## src/rtl/id_ex_stage_if.sv

```systemverilog
// Bus between decode, the ID/EX stage, the forwarding sources and the ALU.
// The master side drives decode, MEM/WB forwarding and pipeline control;
// the slave side (the stage) returns the stall request and the EX outputs.
interface id_ex_stage_if #(
    parameter int DATA_W     = 32,
    parameter int REG_ADDR_W = 5
) ();
    logic                  id_valid;
    logic [3:0]            id_alu_op;
    logic [REG_ADDR_W-1:0] id_rs;
    logic [REG_ADDR_W-1:0] id_rt;
    logic [REG_ADDR_W-1:0] id_rd;
    logic [DATA_W-1:0]     id_rs_val;
    logic [DATA_W-1:0]     id_rt_val;
    logic [DATA_W-1:0]     id_imm;
    logic                  id_use_imm;
    logic                  id_reg_write;
    logic                  id_mem_read;
    logic                  id_mem_write;
    logic                  exm_reg_write;
    logic [REG_ADDR_W-1:0] exm_rd;
    logic [DATA_W-1:0]     exm_result;
    logic                  wb_reg_write;
    logic [REG_ADDR_W-1:0] wb_rd;
    logic [DATA_W-1:0]     wb_data;
    logic                  flush;
    logic                  mem_stall;
    logic                  id_stall;
    logic                  ex_valid;
    logic                  ex_reg_write;
    logic                  ex_mem_read;
    logic                  ex_mem_write;
    logic [3:0]            ex_alu_op;
    logic [REG_ADDR_W-1:0] ex_rd;
    logic [DATA_W-1:0]     ex_arg1;
    logic [DATA_W-1:0]     ex_arg2;
    logic [DATA_W-1:0]     ex_store_data;

    modport master (
        output id_valid, id_alu_op, id_rs, id_rt, id_rd, id_rs_val, id_rt_val,
               id_imm, id_use_imm, id_reg_write, id_mem_read, id_mem_write,
               exm_reg_write, exm_rd, exm_result, wb_reg_write, wb_rd, wb_data,
               flush, mem_stall,
        input  id_stall, ex_valid, ex_reg_write, ex_mem_read, ex_mem_write,
               ex_alu_op, ex_rd, ex_arg1, ex_arg2, ex_store_data
    );

    modport slave (
        input  id_valid, id_alu_op, id_rs, id_rt, id_rd, id_rs_val, id_rt_val,
               id_imm, id_use_imm, id_reg_write, id_mem_read, id_mem_write,
               exm_reg_write, exm_rd, exm_result, wb_reg_write, wb_rd, wb_data,
               flush, mem_stall,
        output id_stall, ex_valid, ex_reg_write, ex_mem_read, ex_mem_write,
               ex_alu_op, ex_rd, ex_arg1, ex_arg2, ex_store_data
    );
endinterface

```

## src/rtl/id_ex_stage.sv

```systemverilog
// ID/EX pipeline register of the MIPS core. Captures the decoded instruction
// (with writeback bypass on the register-file read data), forwards MEM/WB
// results into the ALU operands, and inserts a bubble on load-use hazards.
module id_ex_stage #(
    parameter int         DATA_W      = 32,
    parameter int         REG_ADDR_W  = 5,
    // Encoding of ALUOP_ADD_U from defs.v; used as the harmless bubble op.
    parameter logic [3:0] ALUOP_ADD_U = 4'h0
) (
    input  logic         clk,
    input  logic         rst_n,
    id_ex_stage_if.slave bus
);
    localparam logic [REG_ADDR_W-1:0] ZERO_REG = {REG_ADDR_W{1'b0}};
    localparam logic [DATA_W-1:0]     ZERO_DAT = {DATA_W{1'b0}};

    typedef struct packed {
        logic                  valid;
        logic [3:0]            op;
        logic [REG_ADDR_W-1:0] rs;
        logic [REG_ADDR_W-1:0] rt;
        logic [REG_ADDR_W-1:0] rd;
        logic [DATA_W-1:0]     rs_val;
        logic [DATA_W-1:0]     rt_val;
        logic [DATA_W-1:0]     imm;
        logic                  use_imm;
        logic                  reg_write;
        logic                  mem_read;
        logic                  mem_write;
    } ex_t;

    ex_t  r_ex;
    ex_t  w_ex_nxt;
    ex_t  w_capture;
    logic w_hazard;
    logic [DATA_W-1:0] w_fwd_rs;
    logic [DATA_W-1:0] w_fwd_rt;

    // Empty slot. Source indices are cleared too so a bubble never forwards.
    function automatic ex_t f_bubble();
        ex_t b;
        b.valid     = 1'b0;
        b.op        = ALUOP_ADD_U;
        b.rs        = ZERO_REG;
        b.rt        = ZERO_REG;
        b.rd        = ZERO_REG;
        b.rs_val    = ZERO_DAT;
        b.rt_val    = ZERO_DAT;
        b.imm       = ZERO_DAT;
        b.use_imm   = 1'b0;
        b.reg_write = 1'b0;
        b.mem_read  = 1'b0;
        b.mem_write = 1'b0;
        return b;
    endfunction

    // Operand forwarding: r0 is hard-wired, MEM wins over WB.
    function automatic logic [DATA_W-1:0] f_fwd(
        input logic [REG_ADDR_W-1:0] r,
        input logic [DATA_W-1:0]     stored,
        input logic                  m_we,
        input logic [REG_ADDR_W-1:0] m_rd,
        input logic [DATA_W-1:0]     m_res,
        input logic                  w_we,
        input logic [REG_ADDR_W-1:0] w_rd,
        input logic [DATA_W-1:0]     w_dat
    );
        logic [DATA_W-1:0] v;
        if (r == ZERO_REG) begin
            v = stored;
        end else if (m_we && (m_rd == r)) begin
            v = m_res;
        end else if (w_we && (w_rd == r)) begin
            v = w_dat;
        end else begin
            v = stored;
        end
        return v;
    endfunction

    // Load in EX whose destination is read by the instruction in decode.
    assign w_hazard = r_ex.valid & r_ex.mem_read & (r_ex.rd != ZERO_REG) &
                      bus.id_valid &
                      ((r_ex.rd == bus.id_rs) |
                       ((r_ex.rd == bus.id_rt) & ~bus.id_use_imm));

    // Build the decode capture (with WB bypass) and pick the next EX contents.
    always_comb begin
        w_capture           = f_bubble();
        w_capture.valid     = 1'b1;
        w_capture.op        = bus.id_alu_op;
        w_capture.rs        = bus.id_rs;
        w_capture.rt        = bus.id_rt;
        w_capture.rd        = bus.id_rd;
        w_capture.imm       = bus.id_imm;
        w_capture.use_imm   = bus.id_use_imm;
        w_capture.reg_write = bus.id_reg_write;
        w_capture.mem_read  = bus.id_mem_read;
        w_capture.mem_write = bus.id_mem_write;
        if (bus.wb_reg_write && (bus.wb_rd != ZERO_REG) && (bus.wb_rd == bus.id_rs)) begin
            w_capture.rs_val = bus.wb_data;
        end else begin
            w_capture.rs_val = bus.id_rs_val;
        end
        if (bus.wb_reg_write && (bus.wb_rd != ZERO_REG) && (bus.wb_rd == bus.id_rt)) begin
            w_capture.rt_val = bus.wb_data;
        end else begin
            w_capture.rt_val = bus.id_rt_val;
        end

        if (bus.mem_stall) begin
            w_ex_nxt = r_ex;
        end else if (bus.flush || w_hazard || !bus.id_valid) begin
            w_ex_nxt = f_bubble();
        end else begin
            w_ex_nxt = w_capture;
        end
    end

    // EX pipeline register.
    always_ff @(posedge clk or negedge rst_n) begin
        if (!rst_n) begin
            r_ex <= f_bubble();
        end else begin
            r_ex <= w_ex_nxt;
        end
    end

    assign w_fwd_rs = f_fwd(r_ex.rs, r_ex.rs_val, bus.exm_reg_write, bus.exm_rd,
                            bus.exm_result, bus.wb_reg_write, bus.wb_rd, bus.wb_data);
    assign w_fwd_rt = f_fwd(r_ex.rt, r_ex.rt_val, bus.exm_reg_write, bus.exm_rd,
                            bus.exm_result, bus.wb_reg_write, bus.wb_rd, bus.wb_data);

    assign bus.id_stall      = bus.mem_stall | (w_hazard & ~bus.flush);
    assign bus.ex_valid      = r_ex.valid;
    assign bus.ex_reg_write  = r_ex.reg_write;
    assign bus.ex_mem_read   = r_ex.mem_read;
    assign bus.ex_mem_write  = r_ex.mem_write;
    assign bus.ex_alu_op     = r_ex.op;
    assign bus.ex_rd         = r_ex.rd;
    assign bus.ex_arg1       = w_fwd_rs;
    assign bus.ex_arg2       = r_ex.use_imm ? r_ex.imm : w_fwd_rt;
    assign bus.ex_store_data = w_fwd_rt;
endmodule

```

## src/flat_wrapper.sv

```systemverilog
// flat-port wrapper written by rule: the top's interface ports become plain ports
module id_ex_stage_flat 
#(
    parameter int         DATA_W      = 32,
    parameter int         REG_ADDR_W  = 5,
                                                                           
    parameter logic [3:0] ALUOP_ADD_U = 4'h0
)
  (clk, rst_n, bus_id_valid, bus_id_alu_op, bus_id_rs, bus_id_rt, bus_id_rd, bus_id_rs_val, bus_id_rt_val, bus_id_imm, bus_id_use_imm, bus_id_reg_write, bus_id_mem_read, bus_id_mem_write, bus_exm_reg_write, bus_exm_rd, bus_exm_result, bus_wb_reg_write, bus_wb_rd, bus_wb_data, bus_flush, bus_mem_stall, bus_id_stall, bus_ex_valid, bus_ex_reg_write, bus_ex_mem_read, bus_ex_mem_write, bus_ex_alu_op, bus_ex_rd, bus_ex_arg1, bus_ex_arg2, bus_ex_store_data);
  id_ex_stage_if #(.DATA_W(DATA_W), .REG_ADDR_W(REG_ADDR_W)) bus_i ();
  input  logic clk;
  input  logic rst_n;
  input wire logic [$bits(bus_i.id_valid)-1:0] bus_id_valid;
  input wire logic [$bits(bus_i.id_alu_op)-1:0] bus_id_alu_op;
  input wire logic [$bits(bus_i.id_rs)-1:0] bus_id_rs;
  input wire logic [$bits(bus_i.id_rt)-1:0] bus_id_rt;
  input wire logic [$bits(bus_i.id_rd)-1:0] bus_id_rd;
  input wire logic [$bits(bus_i.id_rs_val)-1:0] bus_id_rs_val;
  input wire logic [$bits(bus_i.id_rt_val)-1:0] bus_id_rt_val;
  input wire logic [$bits(bus_i.id_imm)-1:0] bus_id_imm;
  input wire logic [$bits(bus_i.id_use_imm)-1:0] bus_id_use_imm;
  input wire logic [$bits(bus_i.id_reg_write)-1:0] bus_id_reg_write;
  input wire logic [$bits(bus_i.id_mem_read)-1:0] bus_id_mem_read;
  input wire logic [$bits(bus_i.id_mem_write)-1:0] bus_id_mem_write;
  input wire logic [$bits(bus_i.exm_reg_write)-1:0] bus_exm_reg_write;
  input wire logic [$bits(bus_i.exm_rd)-1:0] bus_exm_rd;
  input wire logic [$bits(bus_i.exm_result)-1:0] bus_exm_result;
  input wire logic [$bits(bus_i.wb_reg_write)-1:0] bus_wb_reg_write;
  input wire logic [$bits(bus_i.wb_rd)-1:0] bus_wb_rd;
  input wire logic [$bits(bus_i.wb_data)-1:0] bus_wb_data;
  input wire logic [$bits(bus_i.flush)-1:0] bus_flush;
  input wire logic [$bits(bus_i.mem_stall)-1:0] bus_mem_stall;
  output wire logic [$bits(bus_i.id_stall)-1:0] bus_id_stall;
  output wire logic [$bits(bus_i.ex_valid)-1:0] bus_ex_valid;
  output wire logic [$bits(bus_i.ex_reg_write)-1:0] bus_ex_reg_write;
  output wire logic [$bits(bus_i.ex_mem_read)-1:0] bus_ex_mem_read;
  output wire logic [$bits(bus_i.ex_mem_write)-1:0] bus_ex_mem_write;
  output wire logic [$bits(bus_i.ex_alu_op)-1:0] bus_ex_alu_op;
  output wire logic [$bits(bus_i.ex_rd)-1:0] bus_ex_rd;
  output wire logic [$bits(bus_i.ex_arg1)-1:0] bus_ex_arg1;
  output wire logic [$bits(bus_i.ex_arg2)-1:0] bus_ex_arg2;
  output wire logic [$bits(bus_i.ex_store_data)-1:0] bus_ex_store_data;
  assign bus_i.id_valid = bus_id_valid;
  assign bus_i.id_alu_op = bus_id_alu_op;
  assign bus_i.id_rs = bus_id_rs;
  assign bus_i.id_rt = bus_id_rt;
  assign bus_i.id_rd = bus_id_rd;
  assign bus_i.id_rs_val = bus_id_rs_val;
  assign bus_i.id_rt_val = bus_id_rt_val;
  assign bus_i.id_imm = bus_id_imm;
  assign bus_i.id_use_imm = bus_id_use_imm;
  assign bus_i.id_reg_write = bus_id_reg_write;
  assign bus_i.id_mem_read = bus_id_mem_read;
  assign bus_i.id_mem_write = bus_id_mem_write;
  assign bus_i.exm_reg_write = bus_exm_reg_write;
  assign bus_i.exm_rd = bus_exm_rd;
  assign bus_i.exm_result = bus_exm_result;
  assign bus_i.wb_reg_write = bus_wb_reg_write;
  assign bus_i.wb_rd = bus_wb_rd;
  assign bus_i.wb_data = bus_wb_data;
  assign bus_i.flush = bus_flush;
  assign bus_i.mem_stall = bus_mem_stall;
  assign bus_id_stall = bus_i.id_stall;
  assign bus_ex_valid = bus_i.ex_valid;
  assign bus_ex_reg_write = bus_i.ex_reg_write;
  assign bus_ex_mem_read = bus_i.ex_mem_read;
  assign bus_ex_mem_write = bus_i.ex_mem_write;
  assign bus_ex_alu_op = bus_i.ex_alu_op;
  assign bus_ex_rd = bus_i.ex_rd;
  assign bus_ex_arg1 = bus_i.ex_arg1;
  assign bus_ex_arg2 = bus_i.ex_arg2;
  assign bus_ex_store_data = bus_i.ex_store_data;
  id_ex_stage #(.DATA_W(DATA_W), .REG_ADDR_W(REG_ADDR_W), .ALUOP_ADD_U(ALUOP_ADD_U)) u_core (.clk(clk), .rst_n(rst_n), .bus(bus_i));
endmodule
```

## config.mk

```make
export PLATFORM = sky130hd
export DESIGN_NAME = id_ex_stage_flat
export DESIGN_NICKNAME = d
export VERILOG_FILES = /design/src/rtl/id_ex_stage_if.sv /design/src/rtl/id_ex_stage.sv /design/src/flat_wrapper.sv
export SDC_FILE = /design/constraint.sdc
export NUM_CORES = 1
export LEC_CHECK = 0
export ABC_CLOCK_PERIOD_IN_PS = 3300
export BUFFER_PORTS_ARGS = -buffer_cell sky130_fd_sc_hd__buf_2
export CORE_MARGIN = 2
export CORE_UTILIZATION = 54
export DETAILED_ROUTE_END_ITERATION = 10
export HOLD_SLACK_MARGIN = 0.12
export PLACE_DENSITY = 0.95
export SETUP_SLACK_MARGIN = 0.15
export SYNTH_ARGS = -nofsm -noshare
export SYNTH_HDL_FRONTEND = slang
export SYNTH_SLANG_ARGS = --single-unit
```

## constraint.sdc

```tcl
create_clock -name clk -period 3.3 [get_ports clk]
set_input_delay 0.33 -clock clk [delete_from_list [all_inputs] [get_ports clk]]
set_output_delay 0.33 -clock clk [all_outputs]
set_load 0.05 [all_outputs]
```

# Word level (Yosys, flattened, before mapping)
# Index checks and enable logic that the tools add are counted.
# Widths: inputs -> output; s select.
[word_totals] register_bits=120 in_bits=200 output_inout_bits=110 wordCells=54
[classes] n_eq_ne=8 mux=10 bitwise=10 reduce_logical=14
[ops] op="$mux 32" count=9
[ops] op="$mux 120" count=1
[ops] op="$eq 5x5->1" count=8
[ops] op="$logic_not 5->1" count=2
[ops] op="$reduce_bool 5->1" count=2
[ops] op="$logic_and 1x1->1" count=7
[ops] op="$and 1x1->1" count=6
[ops] op="$logic_or 1x1->1" count=2
[ops] op="$not 1->1" count=2
[ops] op="$or 1x1->1" count=2
[ops] op="$logic_not 1->1" count=1

# Logic depth before layout (Yosys ltp)
[logic_depth] word_depth=7 depth_mapped=8 depth_no_buf=5

# Worst setup path before layout
# Ideal clock, no wire load.
[synth_path] path_kind="register to output" startpoint="register u_core.r_ex (netlist bit u_core.bus.ex_rd[1])" endpoint="output port bus_id_stall" t_arrival_ps=2697 t_required_ps=2970 setup_slack_ps=273 stages_incl_launch_ff=5 n_path_buf=0 cell_sequence="dfrtp_1 -> xnor2_1 -> nand4_1 -> o32a_1 -> o41ai_1"
[synth_between] elab_chain_cells=6 elab_cells_between_ends=10 cone_classes="eq/ne (2); bitwise (7); reduce/logical (1)"
[synth_rtl] item="start: declaration" line_no="id_ex_stage.sv:32" text="ex_t r_ex;"
[synth_rtl] item="start signal: assignment" line_no="id_ex_stage.sv:123" text="r_ex <= f_bubble();"
[synth_rtl] item="start signal: assignment" line_no="id_ex_stage.sv:125" text="r_ex <= w_ex_nxt;"
[synth_rtl] item="$eq 5x5->1 / $reduce_bool 5->1 (equally long branches)" line_no="id_ex_stage.sv:85, id_ex_stage.sv:82"
[synth_rtl] item="$and 1x1->1, on equally long branches" line_no="id_ex_stage.sv:85, id_ex_stage.sv:82"
[synth_rtl] item="$or 1x1->1 / $and 1x1->1 (equally long branches)" line_no="id_ex_stage.sv:84, id_ex_stage.sv:82"
[synth_rtl] item="$and 1x1->1 *" line_no="id_ex_stage.sv:83" text="bus.id_valid &"
[synth_rtl] item="$and 1x1->1 *" line_no="id_ex_stage.sv:134" text="assign bus.id_stall = bus.mem_stall | (w_hazard & ~bus.flush);"
[synth_rtl] item="$or 1x1->1 *" line_no="id_ex_stage.sv:134"
[synth_rtl] item="end: declaration" line_no="flat_wrapper.sv:33" text="output wire logic [$bits(bus_i.id_stall)-1:0] bus_id_stall;"
# Mark *: on every way between the ends. The rest lies on a longest branch, timed or not.

# Worst setup path after layout
[layout_path] startpoint="register u_core.r_ex[114] in the netlist's numbering" endpoint="output port bus_ex_arg1[22]"
[layout_between] elab_chain_cells=5 elab_cells_between_ends=8 cone_classes="eq/ne (2); mux (3); reduce/logical (3)"
[layout_rtl] item="$eq 5x5->1" line_no="id_ex_stage.sv:73" text="end else if (w_we && (w_rd == r)) begin"
[layout_rtl] item="$logic_and 1x1->1" line_no="id_ex_stage.sv:73"
[layout_rtl] item="$mux 32" line_no="id_ex_stage.sv:73"
[layout_rtl] item="$mux 32" line_no="id_ex_stage.sv:71" text="end else if (m_we && (m_rd == r)) begin"
[layout_rtl] item="$mux 32 *" line_no="id_ex_stage.sv:69" text="if (r == ZERO_REG) begin"
[layout_rtl] item="end: declaration" line_no="flat_wrapper.sv:40" text="output wire logic [$bits(bus_i.ex_arg1)-1:0] bus_ex_arg1;"
# Marked as above.

==> results.md <==
* Vias in the first global route at 8189
* Deepest clock path buffer count at 2
* Global Route Usage Sum at 35.8%
* Number of flops mapped to enable cells by yosys at 0
* Skew-Pair Late Insertion Delay at 410 ps
* Number of placement rows at 45
* H-tree levels at 4
* Required time worst endpoint at 2970 ps
* Core footprint at 15000 um2
* RePlAce Congestion at 0.925
* Prevailing post-synth register cell: dfrtp_1
* Post-Syn Instances at 835
* Slew @ Worst Pin at 1050 ps
* Power, Total at 4820 uW
* Layout area overhead at 26.6%
* TritonCTS buffer count at 17
* Die footprint at 16200 um2
* Average routed wire per standard cell at 22.9 um
* Cell area after layout at 10400 um2
* Sequential share of the synthesized area at 36.6%
* CTS sink count at 120
* Crit path capture type: output pin
* Asr flop ratio synth at 100%
* Count of final hold-check violations at 0
* Synthesized area at 8200 um2
* Synthesized area per cell at 9.82 um2
* Ant diodes at 0
* Pre-CTS setup slack at 227 ps
* Die X at 127 um
* Hpwl dp at 19.9 mm
* Vias at 8480
* CTS tree: done
* Avg Vias per Cell at 6.55
* Port buffer count at 309
* WS Path Type: reg2out
* Pwr dens at 465 nW/um2
* HP Class: in2reg
* ANT nets after route at 0
* YS warnings at 0
* # IOs at 310
* Setup TNS at 0 ps
* Clk root buf: clkbuf_16
* Drt drc at 0
* Max Cap Violations at 0
* Initial antenna violation count at 0
* Initial Util at 54.5%
* Final min period at 3110 ps
* First-pass GRT wire length at 44.8 mm
* Die height at 127 um
* Clk_skew at 5.50 ps
* Pin count of the biggest net entering global routing at 87
* RSZ-0062 raised after global routing: no
* Final WS setup at 188 ps
* Worst path arrival time at 2780 ps
* Post-DP Area at 9650 um2
* Fin nets at 1294
* Leakage power at 0.00464 uW
* Max Slew Vio Count at 0
* Proportion of layout cells with a drive suffix above 1 at 38.0%
* Final period util at 94.3%
* Status: complete, no violations
* Synth Net Count at 1035
* Seq cells post-synth at 120
* Yosys cell types at 46
* Clock slew at reported path FFs at 50 ps
* VDD IR max at 0.405 mV
* Total gr overflow at 0
* DR pass1 iterations at 6
* Final WL at 29.7 mm
* CP startpoint kind: register
* Final-report setup violation count at 0
* Iteration-0 DRC Markers at 853
* Critical path fanouts, max at 22
* Rel. slew slack at 29.4%
* F_max at 321 MHz
Yosys cell counts, drive strengths merged, types with 17 or more instances:
cell type / count / share of area [%]
dfrtp: 120 / 37
nand2: 102 / 4.7
o21ai: 98 / 6.1
mux2i: 64 / 7.8
a22o: 55 / 5.9
buf: 55 / 5.5
clkbuf: 44 / 2.1
o211ai: 33 / 3.1
a22oi: 32 / 2.9
nand3b: 32 / 2.9
nor2b: 32 / 2.4
o2bb2ai: 32 / 5.7
o31ai: 32 / 2.9
a2bb2oi: 31 / 3.3
xnor2: 23 / 2.5
xor2: 17 / 1.8
sequential cells by signal, indices dropped and copies added, names as in the netlist:
register	flops
u_core.bus.ex_mem_write	1
u_core.bus.ex_reg_write	1
u_core.bus.ex_rd	5
u_core.bus.ex_valid	1
u_core.r_ex	107
u_core.bus.ex_mem_read	1
u_core.bus.ex_alu_op	4
routing by layer:
metal	vias to the layer above	global-route usage, %	routed length (um)
li1	3626	-	-
met4	0	19.1	1250
met3	107	8.25	3110
met5	-	0	0
met2	679	57.3	14100
met1	4068	45.5	11200
per-stage QoR:
stage                     hold slack (ps)  instances  utilization [%]
final                                 138       1294             69.1
after global routing                  123       1294             69.1
after CTS                             124       1293             68.7
after detailed placement              455       1255             64.2
after global placement                459       1255             64.2
after floorplan                      34.4        835                -
worst paths after layout:
path                                       endpoint  slack [ps]           startpoint  cells after the start
worst max-delay path                bus_ex_arg1[22]         190     u_core.r_ex[114]                      8
worst min-delay path                 u_core.r_ex[9]         140        bus_id_imm[5]                      2
worst max register to register      u_core.r_ex[20]         940  u_core.bus.ex_rd[0]                      5
worst min register to register      u_core.r_ex[86]         490      u_core.r_ex[86]                      2
max in group asynchronous           u_core.r_ex[83]        1950                rst_n                      3
min in group asynchronous       u_core.bus.ex_rd[2]         540                rst_n                      2
placed cells by master, fill, tap and decap left out, types with 4 or more instances in the layout:
cell	instances
a22o_1	54
a22oi_1	31
a2bb2oi_1	30
buf_12	7
buf_2	296
buf_4	22
buf_6	4
clkbuf_16	17
clkbuf_4	8
clkbuf_8	4
clkinv_2	4
dfrtp_1	119
mux2i_1	64
nand2_1	102
nand3b_1	32
nor2b_1	32
nor4_4	4
o211ai_1	32
o21ai_0	36
o21ai_1	60
o2bb2ai_2	30
o31ai_1	32
xnor2_1	23
xor2_1	17
worst max-delay path: stages, from the launching register on:
cell	delay, ps
dfrtp_1	460
xor2_1	200
nor4_4	400
buf_6	250
and2_1	180
buf_6	240
o31ai_1	120
a2bb2oi_1	230
clkbuf_4	280
cell families (layout without fill, tap and decap cells):
group | count (synthesis) | count (layout) | share of synthesized area [%]
AOI/OAI and AO/OA | 320 | 320 | 30.9
xor gates and xnor gates | 40 | 40 | 4.27
buffers and inverters | 101 | 371 | 7.66
DFF | 120 | 120 | 36.6
muxes | 64 | 64 | 7.81
and+or+nand+nor | 190 | 191 | 12.7
where the power goes:
part	switching (uW)	internal [uW]	total, uW
Sequential	75.4	1560	1630
Combinational	878	403	1280
Clock	650	1260	1910
Total	1600	3220	4820
layout make-up:
cell class,count,area (um2)
clock buffer,23,488
clock inverter,8,119
fill,1125,4650
inverter,2,7.51
multi-input combinational,615,4630
sequential,120,3000
tap,188,235
timing repair buffer,338,1900
what timing repair did:
| action | 4_1_cts | 5_1_grt |
|---|---|---|
| resized for setup | 7 | 15 |
| cloned | 2 | 0 |
| setup buffers | 4 | 1 |
| endpoints found under the setup margin | 87 | 18 |
| endpoints found under the hold margin | 59 | 0 |
| hold buffers | 1 | 0 |
| pin swaps | 3 | 1 |
(Power assumes the default switching activity.)
